`config.mk`:
```
export PLATFORM = sky130hd
export DESIGN_NAME = router_register_gen
export DESIGN_NICKNAME = d
export VERILOG_FILES = /design/src/rtl/router_register_gen.sv
export SDC_FILE = /design/constraint.sdc
export NUM_CORES = 1
export LEC_CHECK = 0
export BUFFER_PORTS_ARGS = -buffer_cell sky130_fd_sc_hd__clkbuf_2
export CAP_MARGIN = 20
export CORE_AREA = 2 2 77 79
export CTS_CLUSTER_DIAMETER = 120
export DETAILED_ROUTE_END_ITERATION = 10
export DIE_AREA = 0 0 79 81
export GPL_TIMING_DRIVEN = 0
export PLACE_DENSITY_LB_ADDON = 0.05
export RECOVER_POWER = 25
export SYNTH_ARGS = -nofsm -noshare
export SYNTH_HDL_FRONTEND = slang
export SYNTH_SLANG_ARGS = --single-unit
```
`constraint.sdc`:
```
create_clock -name clock -period 2.4 [get_ports clock]
set_input_delay 0.48 -clock clock [delete_from_list [all_inputs] [get_ports clock]]
set_output_delay 0.48 -clock clock [all_outputs]
set_load 0.01 [all_outputs]
```
`src/rtl/router_register_gen.sv`:
```
// Router register block: header latching, output byte steering with a hold
// register for FIFO-full stalls, running packet check (XOR parity or
// truncated sum), payload length counting, and registered error flags.
module router_register_gen #(
   parameter int DATA_WIDTH = 8,
   parameter int ADDR_WIDTH = 2,
   parameter int NUM_CHAN   = 3,
   parameter int CHECK_MODE = 0
) (
   input  logic                             clock,
   input  logic                             reset,
   input  logic                             pkt_valid,
   input  logic [DATA_WIDTH-1:0]            data_in,
   input  logic                             fifo_full,
   input  logic                             detect_add,
   input  logic                             lfd_state,
   input  logic                             ld_state,
   input  logic                             laf_state,
   input  logic                             full_state,
   input  logic                             rst_int_reg,
   output logic [DATA_WIDTH-1:0]            dout,
   output logic                             err,
   output logic                             len_err,
   output logic                             parity_done,
   output logic                             low_packet_valid,
   output logic [DATA_WIDTH-ADDR_WIDTH-1:0] payload_count
);

   localparam int LEN_WIDTH = DATA_WIDTH - ADDR_WIDTH;
   localparam logic [LEN_WIDTH-1:0]  CNT_MAX    = '1;
   localparam logic [ADDR_WIDTH:0]   NUM_CHAN_L = (ADDR_WIDTH+1)'(NUM_CHAN);

   // State registers and their next-state values
   logic [DATA_WIDTH-1:0] dout_q,     dout_d;
   logic [DATA_WIDTH-1:0] header_q,   header_d;
   logic [DATA_WIDTH-1:0] hold_q,     hold_d;
   logic [DATA_WIDTH-1:0] check_q,    check_d;
   logic [DATA_WIDTH-1:0] pkt_chk_q,  pkt_chk_d;
   logic [LEN_WIDTH-1:0]  count_q,    count_d;
   logic                  err_q,      err_d;
   logic                  len_err_q,  len_err_d;
   logic                  pdone_q,    pdone_d;
   logic                  pdone_dly_q, pdone_dly_d;
   logic                  lpv_q,      lpv_d;

   // Decoded conditions
   logic addr_ok;
   logic data_upd;
   logic capture;
   logic pdone_rise;

   // Check accumulation step: XOR parity or modulo-2^DATA_WIDTH sum
   function automatic logic [DATA_WIDTH-1:0] check_step(
      input logic [DATA_WIDTH-1:0] acc,
      input logic [DATA_WIDTH-1:0] b
   );
      if (CHECK_MODE == 1) begin
         return acc + b;
      end else begin
         return acc ^ b;
      end
   endfunction

   // Condition decode shared by the next-state logic
   always_comb begin
      addr_ok    = ({1'b0, data_in[ADDR_WIDTH-1:0]} < NUM_CHAN_L);
      data_upd   = ld_state & pkt_valid & ~full_state;
      capture    = (ld_state & ~fifo_full & ~pkt_valid) |
                   (laf_state & lpv_q & ~pdone_q);
      pdone_rise = pdone_q & ~pdone_dly_q;
   end

   // Header latch, output byte steering and stall hold byte
   always_comb begin
      header_d = header_q;
      dout_d   = dout_q;
      hold_d   = hold_q;

      if (detect_add && pkt_valid && addr_ok) begin
         header_d = data_in;
      end

      if (lfd_state) begin
         dout_d = header_q;
      end else if (ld_state && !fifo_full) begin
         dout_d = data_in;
      end else if (laf_state) begin
         dout_d = hold_q;
      end

      if (ld_state && fifo_full) begin
         hold_d = data_in;
      end
   end

   // Per-packet check, length and error tracking; detect_add restarts a packet
   always_comb begin
      check_d     = check_q;
      count_d     = count_q;
      pkt_chk_d   = pkt_chk_q;
      pdone_d     = pdone_q;
      err_d       = err_q;
      len_err_d   = len_err_q;
      pdone_dly_d = pdone_q;

      if (detect_add) begin
         check_d   = '0;
         count_d   = '0;
         pdone_d   = 1'b0;
         err_d     = 1'b0;
         len_err_d = 1'b0;
      end else begin
         if (lfd_state) begin
            check_d = check_step(check_q, header_q);
         end else if (data_upd) begin
            check_d = check_step(check_q, data_in);
         end

         if (data_upd && (count_q != CNT_MAX)) begin
            count_d = count_q + 1'b1;
         end

         if (capture) begin
            pkt_chk_d = data_in;
            pdone_d   = 1'b1;
         end

         // Evaluated one cycle after the check byte lands, so both the
         // running check and the captured byte are settled registers.
         if (pdone_rise) begin
            err_d     = (check_q != pkt_chk_q);
            len_err_d = (count_q != header_q[DATA_WIDTH-1:ADDR_WIDTH]);
         end
      end
   end

   // Low packet valid flag: set on a pkt_valid drop in LOAD_DATA, set wins
   always_comb begin
      lpv_d = lpv_q;
      if (ld_state && !pkt_valid) begin
         lpv_d = 1'b1;
      end else if (rst_int_reg) begin
         lpv_d = 1'b0;
      end
   end

   // State update with synchronous reset overriding everything
   always_ff @(posedge clock) begin
      if (reset) begin
         dout_q      <= '0;
         header_q    <= '0;
         hold_q      <= '0;
         check_q     <= '0;
         pkt_chk_q   <= '0;
         count_q     <= '0;
         err_q       <= 1'b0;
         len_err_q   <= 1'b0;
         pdone_q     <= 1'b0;
         pdone_dly_q <= 1'b0;
         lpv_q       <= 1'b0;
      end else begin
         dout_q      <= dout_d;
         header_q    <= header_d;
         hold_q      <= hold_d;
         check_q     <= check_d;
         pkt_chk_q   <= pkt_chk_d;
         count_q     <= count_d;
         err_q       <= err_d;
         len_err_q   <= len_err_d;
         pdone_q     <= pdone_d;
         pdone_dly_q <= pdone_dly_d;
         lpv_q       <= lpv_d;
      end
   end

   assign dout             = dout_q;
   assign err              = err_q;
   assign len_err          = len_err_q;
   assign parity_done      = pdone_q;
   assign low_packet_valid = lpv_q;
   assign payload_count    = count_q;

endmodule

```
==> results.tsv, run 1 <==
stage	metric	value	unit
die	dieArea	6400	sq um
global_routing	antenna_found_initial	0	
synth	ys_ff_latch	51	
pwr	power.leakage	0.00102	uW
cts	clk_pin_slew	0.09	ns
synth	synth_seq_area_share	44.3	%
global_routing	grt_use_total	18.6	%
critical_path	rr_worst_depth	5	
synth	synth_warnings	0	
drt	drc	0	
critical_path	max_stage_delay	0.83	ns
cts	cts_buffers	5	
die	die_x	79	um
critical_path	crit_family	compound AO/OA/AOI/OAI gates	
synth	synth_area	2300	sq um
die	ioPinCount	36	
hold_path	hold_class	input pin to register	
die	die_h	81	um
critical_path	path_depth	5	
die	row_count	28	
drt	drt-vias-per-instance	5.10	
place	dp_hpwl	4100	um
place	dp.cells	365	
synth	syn_area_per_cell	8.96	sq um
global_routing	first_global_vias	1763	
global_routing	grt_start_max_net_pins	14	
timing	hold_violations	0	
timing	clock_skew	0.00498	ns
critical_path	path_cells	clkbuf_2 > nand2_1 > a21oi_1 > mux2i_1 > nor2_1	
drt	drt-initial-drc-count	81	
hold_path	holdPathStages	2	
synth	synth-edff-count	0	
timing	tns	0	ns
cts	root_buffer	clkbuf_8	
finish	antenna_cells	0	
critical_path	arrival	1.84	ns
timing	rsz0062_at_grt	no	
flow_run	maxCapViolations	0	
die	start_util	40.6	%
cts	cts_buffer_depth	2	
pwr	ir_drop	0.315	mV
drt	drt_wl_total	5570	um
timing	worst_pin_slew	1.08	ns
cts	clk_latency	0.30	ns
critical_path	setup.worst_path.class	input pin to register	
drt	drt-pass1-iter-count	4	
finish	nets	316	
drt	ant_nets	0	
cts	cts_setup_buffers	0	
drt	wire_per_inst	15.0	um
die	coreArea	5680	sq um
synth	synth_top_cell_area_share	44.3	%
synth	synth_nets	276	
synth	synthArstFlopShare	0	%
synth	synth.largest_area_cell	dfxtp_1	
timing	maxSlewViolCount	0	
cts	htree_num_levels	2	
critical_path	crit_fanout	8	
synth	synth_commonest_cells	dfxtp_1, nor2_1, nand2_1, mux2i_1, xor2_1	
finish	stdcell_count	371	
timing	post-route-period-util	69.7	%
pwr	cellPowerDensity	595	nW/um^2
drt	via_count	1893	
timing	setup_viol	0	
cts	cts_tree	done	
finish	fillCellCount	604	
synth	synth_flop_cell	dfxtp_1	
cts	cts_hold_buf	0	
timing	max_slew_margin	28.3	%
synth	synthCells	257	
cts	cts_resized	0	
finish	final_util	46.1	%
synth	synth.most_common_cell	dfxtp_1	
run_status	status	complete, no violations	
critical_path	critical_path_buf_inv_count	1	
place	place.gp.congestion	0.817	
critical_path	start_kind	input pin	
critical_path	crit_required	2.57	ns
global_routing	grt_pass1_wl	9140	um
synth	yosys.cell_types.count	38	
finish	drive_gt1_share	11.8	%
critical_path	slowest_stage	a21oi_1	
critical_path	end_kind	register	
timing	period_minus_slack	1.67	ns
finish	area_growth	13.6	%
cts	cts_sinks	51	
synth	synth_area_leaders	dfxtp_1, nor2_1, mux2i_1, xor2_1, a311o_1	
global_routing	overflow	0	
timing	fin_hold_ws	0.416	ns
timing	fmax	0.598	GHz
place	io_buffer_count	33	
==> state kept, by name (all words and copies together), names as in the netlist <==
register,cells
pkt_chk_q,8
payload_count,6
check_q,8
header_q,8
pdone_dly_q,1
err,1
hold_q,8
parity_done,1
low_packet_valid,1
len_err,1
dout,8
==> cells in the final DEF (no fill, tap or decap), drive strengths merged, types with 2 or more instances in the layout <==
master	netlist	layout
a211oi	9	9
a21boi	8	8
a21oi	14	14
a311o	8	8
and3	2	2
buf	7	6
clkbuf	7	47
dfxtp	51	51
inv	8	8
mux2i	17	17
nand2	20	20
nand2b	3	3
nand3	9	9
nand4	2	2
nor2	47	47
nor2b	3	3
o211ai	2	2
xnor2	9	9
xor2	17	17
==> stage by stage <==
| step | worst slack [ns] | total power, uW | area, sq um |
|---|---|---|---|
| 2_1_floorplan | 0.766 | 1040 | 2300 |
| 3_3_place_gp | 0.491 | 1110 | 2560 |
| 3_5_place_dp | 0.484 | 1110 | 2560 |
| 4_1_cts | 0.800 | 1580 | 2630 |
| 5_1_grt | 0.590 | 1640 | 2620 |
| 6_report | 0.728 | 1560 | 2620 |
==> cells by family after synthesis <==
kind of cell,share of synthesized area (%)
muxes,7.39
xor gates and xnor gates,9.89
AOI/OAI and AO/OA,14.9
and+or+nand+nor,18.5
adders and majority gates,0.543
buffers and inverters,4.40
DFF,44.3
==> final cells by class <==
type,count,area [sq um],share of cell area (%)
inverters,8,30.0,1.15
well taps,75,93.8,3.59
flip-flops and latches,51,1020,39.0
repair buffers,33,150,5.74
plain buffers,14,71.3,2.73
multi-input cells,184,1180,45.0
clock buffers,6,72.6,2.78
==> worst paths after layout <==
kind	start	slack, ns	end
max	detect_add	0.73	header_q[2]
min	reset	0.42	pdone_dly_q
max reg2reg	payload_count[1]	0.84	payload_count[1]
min reg2reg	hold_q[3]	0.46	hold_q[3]
==> layer usage <==
metal	track usage (%)	vias up	part of all wire (%)
li1	-	958	-
met1	25.7	893	48
met5	0	-	0
met3	3.56	4	3.7
met2	30.3	38	48
met4	4.14	0	0.74
==> power by group <==
group | switching, uW | internal, uW | leakage (uW) | total (uW)
Sequential | 20.0 | 876 | 0.000415 | 896
Combinational | 115 | 77.9 | 0.000565 | 193
Clock | 272 | 196 | 0.0000371 | 467
Total | 406 | 1150 | 0.00102 | 1560
No activity file was read; power rests on OpenSTA's default activity.
==> inputs of run 2 (changes only) <==
- clock period: 2.4 -> 1.4 ns (I/O delays scaled with it)
==> results.tsv, run 2 (synthesized netlist as in run 1, its figures left out) <==
stage	metric	value	unit	change
die	die_x	79	um	unchanged
hold_path	holdPathStages	2		unchanged
pwr	finalPower	2740	uW	+76%
cts	clk_pin_slew	0.09	ns	about the same
finish	drive_gt1_share	15.8	%	+3.9 points
finish	final_util	47.2	%	+1.2 points
critical_path	critical_path_buf_inv_count	0		-1
timing	max_slew_margin	56.4	%	+28 points
timing	post-route-period-util	92.6	%	
cts	clk_latency	0.30	ns	about the same
global_routing	grt_pass1_wl	9160	um	+0.23%
finish	final_cell_mix	dfxtp_1, nor2_1, clkbuf_2		
timing	rsz0062_at_grt	no		
timing	hold_violations	0		unchanged
critical_path	crit_required	1.58	ns	-0.99 ns
place	dp_hpwl	4260	um	+3.8%
critical_path	path_depth	4		-1
die	dieArea	6400	sq um	unchanged
drt	drt-pass1-iter-count	4		unchanged
die	ioPinCount	36		unchanged
pwr	cellPowerDensity	1020	nW/um^2	+72%
pwr	seqPwrFrac	56.0	%	-1.6 points
global_routing	antenna_found_initial	0		unchanged
critical_path	slowest_stage	nor4_1		
die	row_count	28		unchanged
drt	drt-initial-drc-count	45		-44%
pwr	clkPwrFrac	31.6	%	+1.6 points
cts	root_buffer	clkbuf_8		
run_status	status	complete, no violations		
critical_path	crit_family	simple AND/OR/NAND/NOR gates		
cts	cts_buffers	5		unchanged
place	dpl_cell_area	2560	sq um	unchanged
critical_path	crit_fanout	2		-6
timing	setup_viol	0		unchanged
pwr	comb_power_share	12.3	%	about the same
finish	final_common_cell	dfxtp_1		
die	coreArea	5680	sq um	unchanged
critical_path	max_stage_delay	0.40	ns	-0.43 ns
pwr	power_switching	711	uW	+75%
drt	wire_per_inst	15.5	um	+3.0%
finish	nets	317		+0.32%
finish	multi_input_area	1200	sq um	+1.8%
critical_path	rr_worst_depth	4		-1
hold_path	hold_class	input pin to register		
finish	fillCellCount	623		+3.1%
timing	worst_pin_slew	0.654	ns	-0.421 ns
pwr	p_int	2030	uW	+76%
cts	htree_num_levels	2		unchanged
pwr	power.leakage	0.00104	uW	+2.3%
cts	cts_tree	done		
pwr	ir_drop	0.433	mV	+38%
drt	via_count	1915		+1.2%
critical_path	arrival	1.48	ns	-0.36 ns
timing	period_minus_slack	1.30	ns	
drt	drt_wl_total	5760	um	+3.5%
global_routing	grt_start_max_net_pins	15		+1
timing	clock_skew	0.0102	ns	+0.00526 ns
critical_path	end_kind	register		
finish	antenna_cells	0		unchanged
die	die_h	81	um	unchanged
finish	seq_area	1030	sq um	+0.74%
global_routing	overflow	0		unchanged
cts	cts_sinks	51		unchanged
drt	drt-vias-per-instance	5.13		+0.62%
drt	ant_nets	0		unchanged
global_routing	grt_use_total	18.9	%	+0.30 points
drt	drc	0		unchanged
finish	stdcell_count	373		+0.54%
critical_path	path_cells	xnor2_1 > nand4_1 > nor4_1 > a31oi_1		
finish	area_growth	16.5	%	
place	io_buffer_count	33		unchanged
timing	fin_hold_ws	0.211	ns	-0.205 ns
timing	fmax	0.772	GHz	
finish	fin_area	2680	sq um	+2.5%
critical_path	setup.worst_path.class	register to register		
die	start_util	40.6	%	unchanged
timing	maxSlewViolCount	0		unchanged
pwr	switching_share	26.0	%	-0.16 points
place	place.gp.congestion	0.771		-5.7%
flow_run	maxCapViolations	0		unchanged
cts	cts_buffer_depth	2		unchanged
global_routing	first_global_vias	1834		+4.0%
place	dp.cells	365		unchanged
critical_path	start_kind	register		
run 2: cell count changes in the layout (fill, tap and decap cells not counted), sizes merged:
| cell | change |
|---|---|
| clkinv | +1 |
| buf | +1 |
run 2: routing by layer:
metal	global-route usage, %	vias up	share of wire (%)
met5	0	-	0
met4	7.24	0	1.9
met3	3.89	10	4.5
met2	31.4	42	47
met1	24.2	901	46
li1	-	962	-
run 2: area by class of cell:
cell class | instances | share of cell area (%)
clock inverters | 1 | 0.187
well taps | 75 | 3.50
plain buffers | 14 | 2.75
clock buffers | 6 | 3.08
multi-input cells | 184 | 44.7
repair buffers | 34 | 6.35
flip-flops and latches | 51 | 38.4
inverters | 8 | 1.12
run 2: power groups by stage:
stage | clock, uW | sequential, uW | combinational [uW]
floorplan | 0 | 1570 | 209
global placement | 0 | 1570 | 336
detailed placement | 0 | 1570 | 338
CTS | 887 | 1540 | 340
global route | 948 | 1540 | 378
finish | 866 | 1530 | 338
run 2: metrics by stage:
stage / setup slack [ns] / setup TNS, ns
after floorplan: -0.0337 / -0.270
after global placement: -0.293 / -6.74
after detailed placement: -0.296 / -7.46
after CTS: 0.0120 / 0
after global routing: 0.0103 / 0
final: 0.104 / 0
run 2: repair_timing:
item | 4_1_cts | 5_1_grt
setup endpoints to repair | 5 | 21
hold buffers | 0 | 0
pin swaps | 0 | 4
resized for setup | 3 | 9
setup buffers | 0 | 1
run 2: worst reg2reg max path, cell delays in order (launching register included):
cell and delay [ns]:
dfxtp_1 0.34, xnor2_1 0.19, nand4_1 0.11, nor4_1 0.40, a31oi_1 0.14
run 2: path summary, 6_finish.rpt:
check / start / endpoint / slack, ns
hold reg to reg: hold_q[4] / hold_q[4] / 0.46
setup / recovery: pkt_chk_q[6] / err / 0.10
hold / removal: reset / dout[1] / 0.21
setup reg to reg: pkt_chk_q[6] / err / 0.10
==> inputs of run 3 (changes only) <==
- CORE_AREA: 2 2 77 79 -> 2 2 91 93
- DIE_AREA: 0 0 79 81 -> 0 0 93 95
- SLEW_MARGIN: unset -> 20
==> results.tsv, run 3 (synthesized netlist as in run 1, its figures left out) <==
stage	metric	value	unit	change
cts	cts_tree	done		
hold_path	hold_class	input pin to register		
pwr	p_int	2090	uW	+3.2%
critical_path	arrival	1.51	ns	+0.03 ns
global_routing	grt_use_total	15.0	%	-3.9 points
finish	final_common_cell	dfxtp_1		
critical_path	start_kind	register		
drt	drt-pass1-iter-count	4		unchanged
place	dp.cells	395		+8.2%
cts	cts_buffer_depth	2		unchanged
global_routing	antenna_found_initial	0		unchanged
die	dieArea	8840	sq um	+38%
place	place.gp.congestion	0.763		-1.0%
pwr	clkPwrFrac	33.6	%	+2.0 points
drt	ant_nets	0		unchanged
critical_path	setup.worst_path.class	register to register		
die	coreArea	7930	sq um	+40%
pwr	ir_drop	0.422	mV	-2.4%
cts	htree_num_levels	2		unchanged
pwr	power.leakage	0.00105	uW	+0.76%
timing	worst_pin_slew	0.700	ns	+0.0460 ns
timing	period_minus_slack	1.31	ns	+0.0144 ns
cts	cts_buffers	5		unchanged
die	start_util	29.0	%	-12 points
global_routing	first_global_vias	1841		+0.38%
finish	antenna_cells	0		unchanged
finish	area_growth	18.8	%	
finish	fin_area	2740	sq um	+2.0%
timing	fin_hold_ws	0.201	ns	-0.00984 ns
finish	drive_gt1_share	16.4	%	+0.67 points
drt	drt-vias-per-instance	4.72		-8.1%
cts	clk_latency	0.31	ns	about the same
finish	stdcell_count	403		+8.0%
critical_path	crit_required	1.59	ns	about the same
die	ioPinCount	36		unchanged
pwr	comb_power_share	12.3	%	about the same
drt	drt-initial-drc-count	63		+40%
die	die_h	95	um	+17%
timing	rsz0062_at_grt	no		
cts	cts_hold_buf	0		unchanged
drt	wire_per_inst	15.5	um	+0.54%
timing	setup_slack	0.0898	ns	-0.0144 ns
drt	via_count	1902		-0.68%
place	dpl_cell_area	2600	sq um	+1.5%
timing	clock_skew	0.00937	ns	-0.000872 ns
die	row_count	33		+18%
cts	root_buffer	clkbuf_8		
timing	maxSlewViolCount	0		unchanged
critical_path	end_kind	register		
timing	max_slew_margin	53.3	%	-3.1 points
pwr	cellPowerDensity	1040	nW/um^2	+1.5%
timing	setup_viol	0		unchanged
die	die_x	93	um	+18%
flow_run	maxCapViolations	0		unchanged
drt	drc	0		unchanged
cts	cts_sinks	51		unchanged
drt	drt_wl_total	6260	um	+8.6%
cts	clk_pin_slew	0.10	ns	about the same
global_routing	overflow	0		unchanged
place	dp_hpwl	4490	um	+5.5%
finish	final_util	34.5	%	-13 points
finish	nets	316		-0.32%
pwr	seqPwrFrac	54.1	%	-1.9 points
critical_path	crit_fanout	6		+4
pwr	switching_share	26.2	%	+0.21 points
global_routing	grt_start_max_net_pins	19		+4
global_routing	grt_pass1_wl	9960	um	+8.7%
place	io_buffer_count	33		unchanged
run_status	status	complete, no violations		
finish	final_cell_mix	dfxtp_1, nor2_1, clkbuf_2		
timing	fmax	0.763	GHz	-1.1%
place	dp_slack	-0.329	ns	-0.0329 ns
timing	hold_violations	0		unchanged
timing	post-route-period-util	93.6	%	+1.0 points
critical_path	rrSetupSlack	0.09	ns	about the same
pwr	power_switching	742	uW	+4.3%
## run 3: critical path, cell delays in order (launching register included)
cell	delay, ns
dfxtp_4	0.40
ha_2	0.21
nand3_2	0.13
o2111ai_2	0.24
xor2_1	0.18
nor2_1	0.05
## run 3: through the flow
step | TNS [ns] | power, uW
6_report | 0 | 2830
5_1_grt | 0 | 2970
4_1_cts | 0 | 2890
3_5_place_dp | -9.62 | 1920
3_3_place_gp | -9.70 | 1920
2_1_floorplan | -0.270 | 1780
## run 3: final cells by class
class                      count  area, sq um
buffer                        13         70.1
clock buffer                   8          100
fill                         888         5190
inverter                       8         30.0
multi-input combinational    184         1200
sequential                    51         1030
tap                          105          131
timing repair buffer          34          171
## run 3: per-layer routing
layer	vias to the layer above	part of all wire (%)	GRT usage (%)
met5	-	0	0
met3	5	4.0	3.27
met4	0	1.1	4.04
met1	899	48	19.6
met2	40	47	24.9
li1	958	-	-
## run 3: power groups by stage
stage | sequential [uW] | combinational [uW] | clock, uW
finish | 1530 | 349 | 952
global route | 1540 | 394 | 1040
CTS | 1540 | 358 | 994
detailed placement | 1570 | 347 | 0
global placement | 1570 | 348 | 0
floorplan | 1570 | 209 | 0
## run 3: what timing repair did
| action | in CTS | in global routing |
|---|---|---|
| pin swaps | 1 | 1 |
| gates resized for setup | 4 | 9 |
| hold endpoints to repair | 0 | 0 |
| buffers inserted | 1 | 0 |
| setup endpoints to repair | 10 | 10 |
## run 3: final timing paths
path                                       start                to  depth (start not counted)
worst max-delay path            payload_count[0]  payload_count[5]                          5
worst min-delay path                       reset       pdone_dly_q                          2
worst min register to register         hold_q[5]         hold_q[5]                          2
worst max register to register  payload_count[0]  payload_count[5]                          5
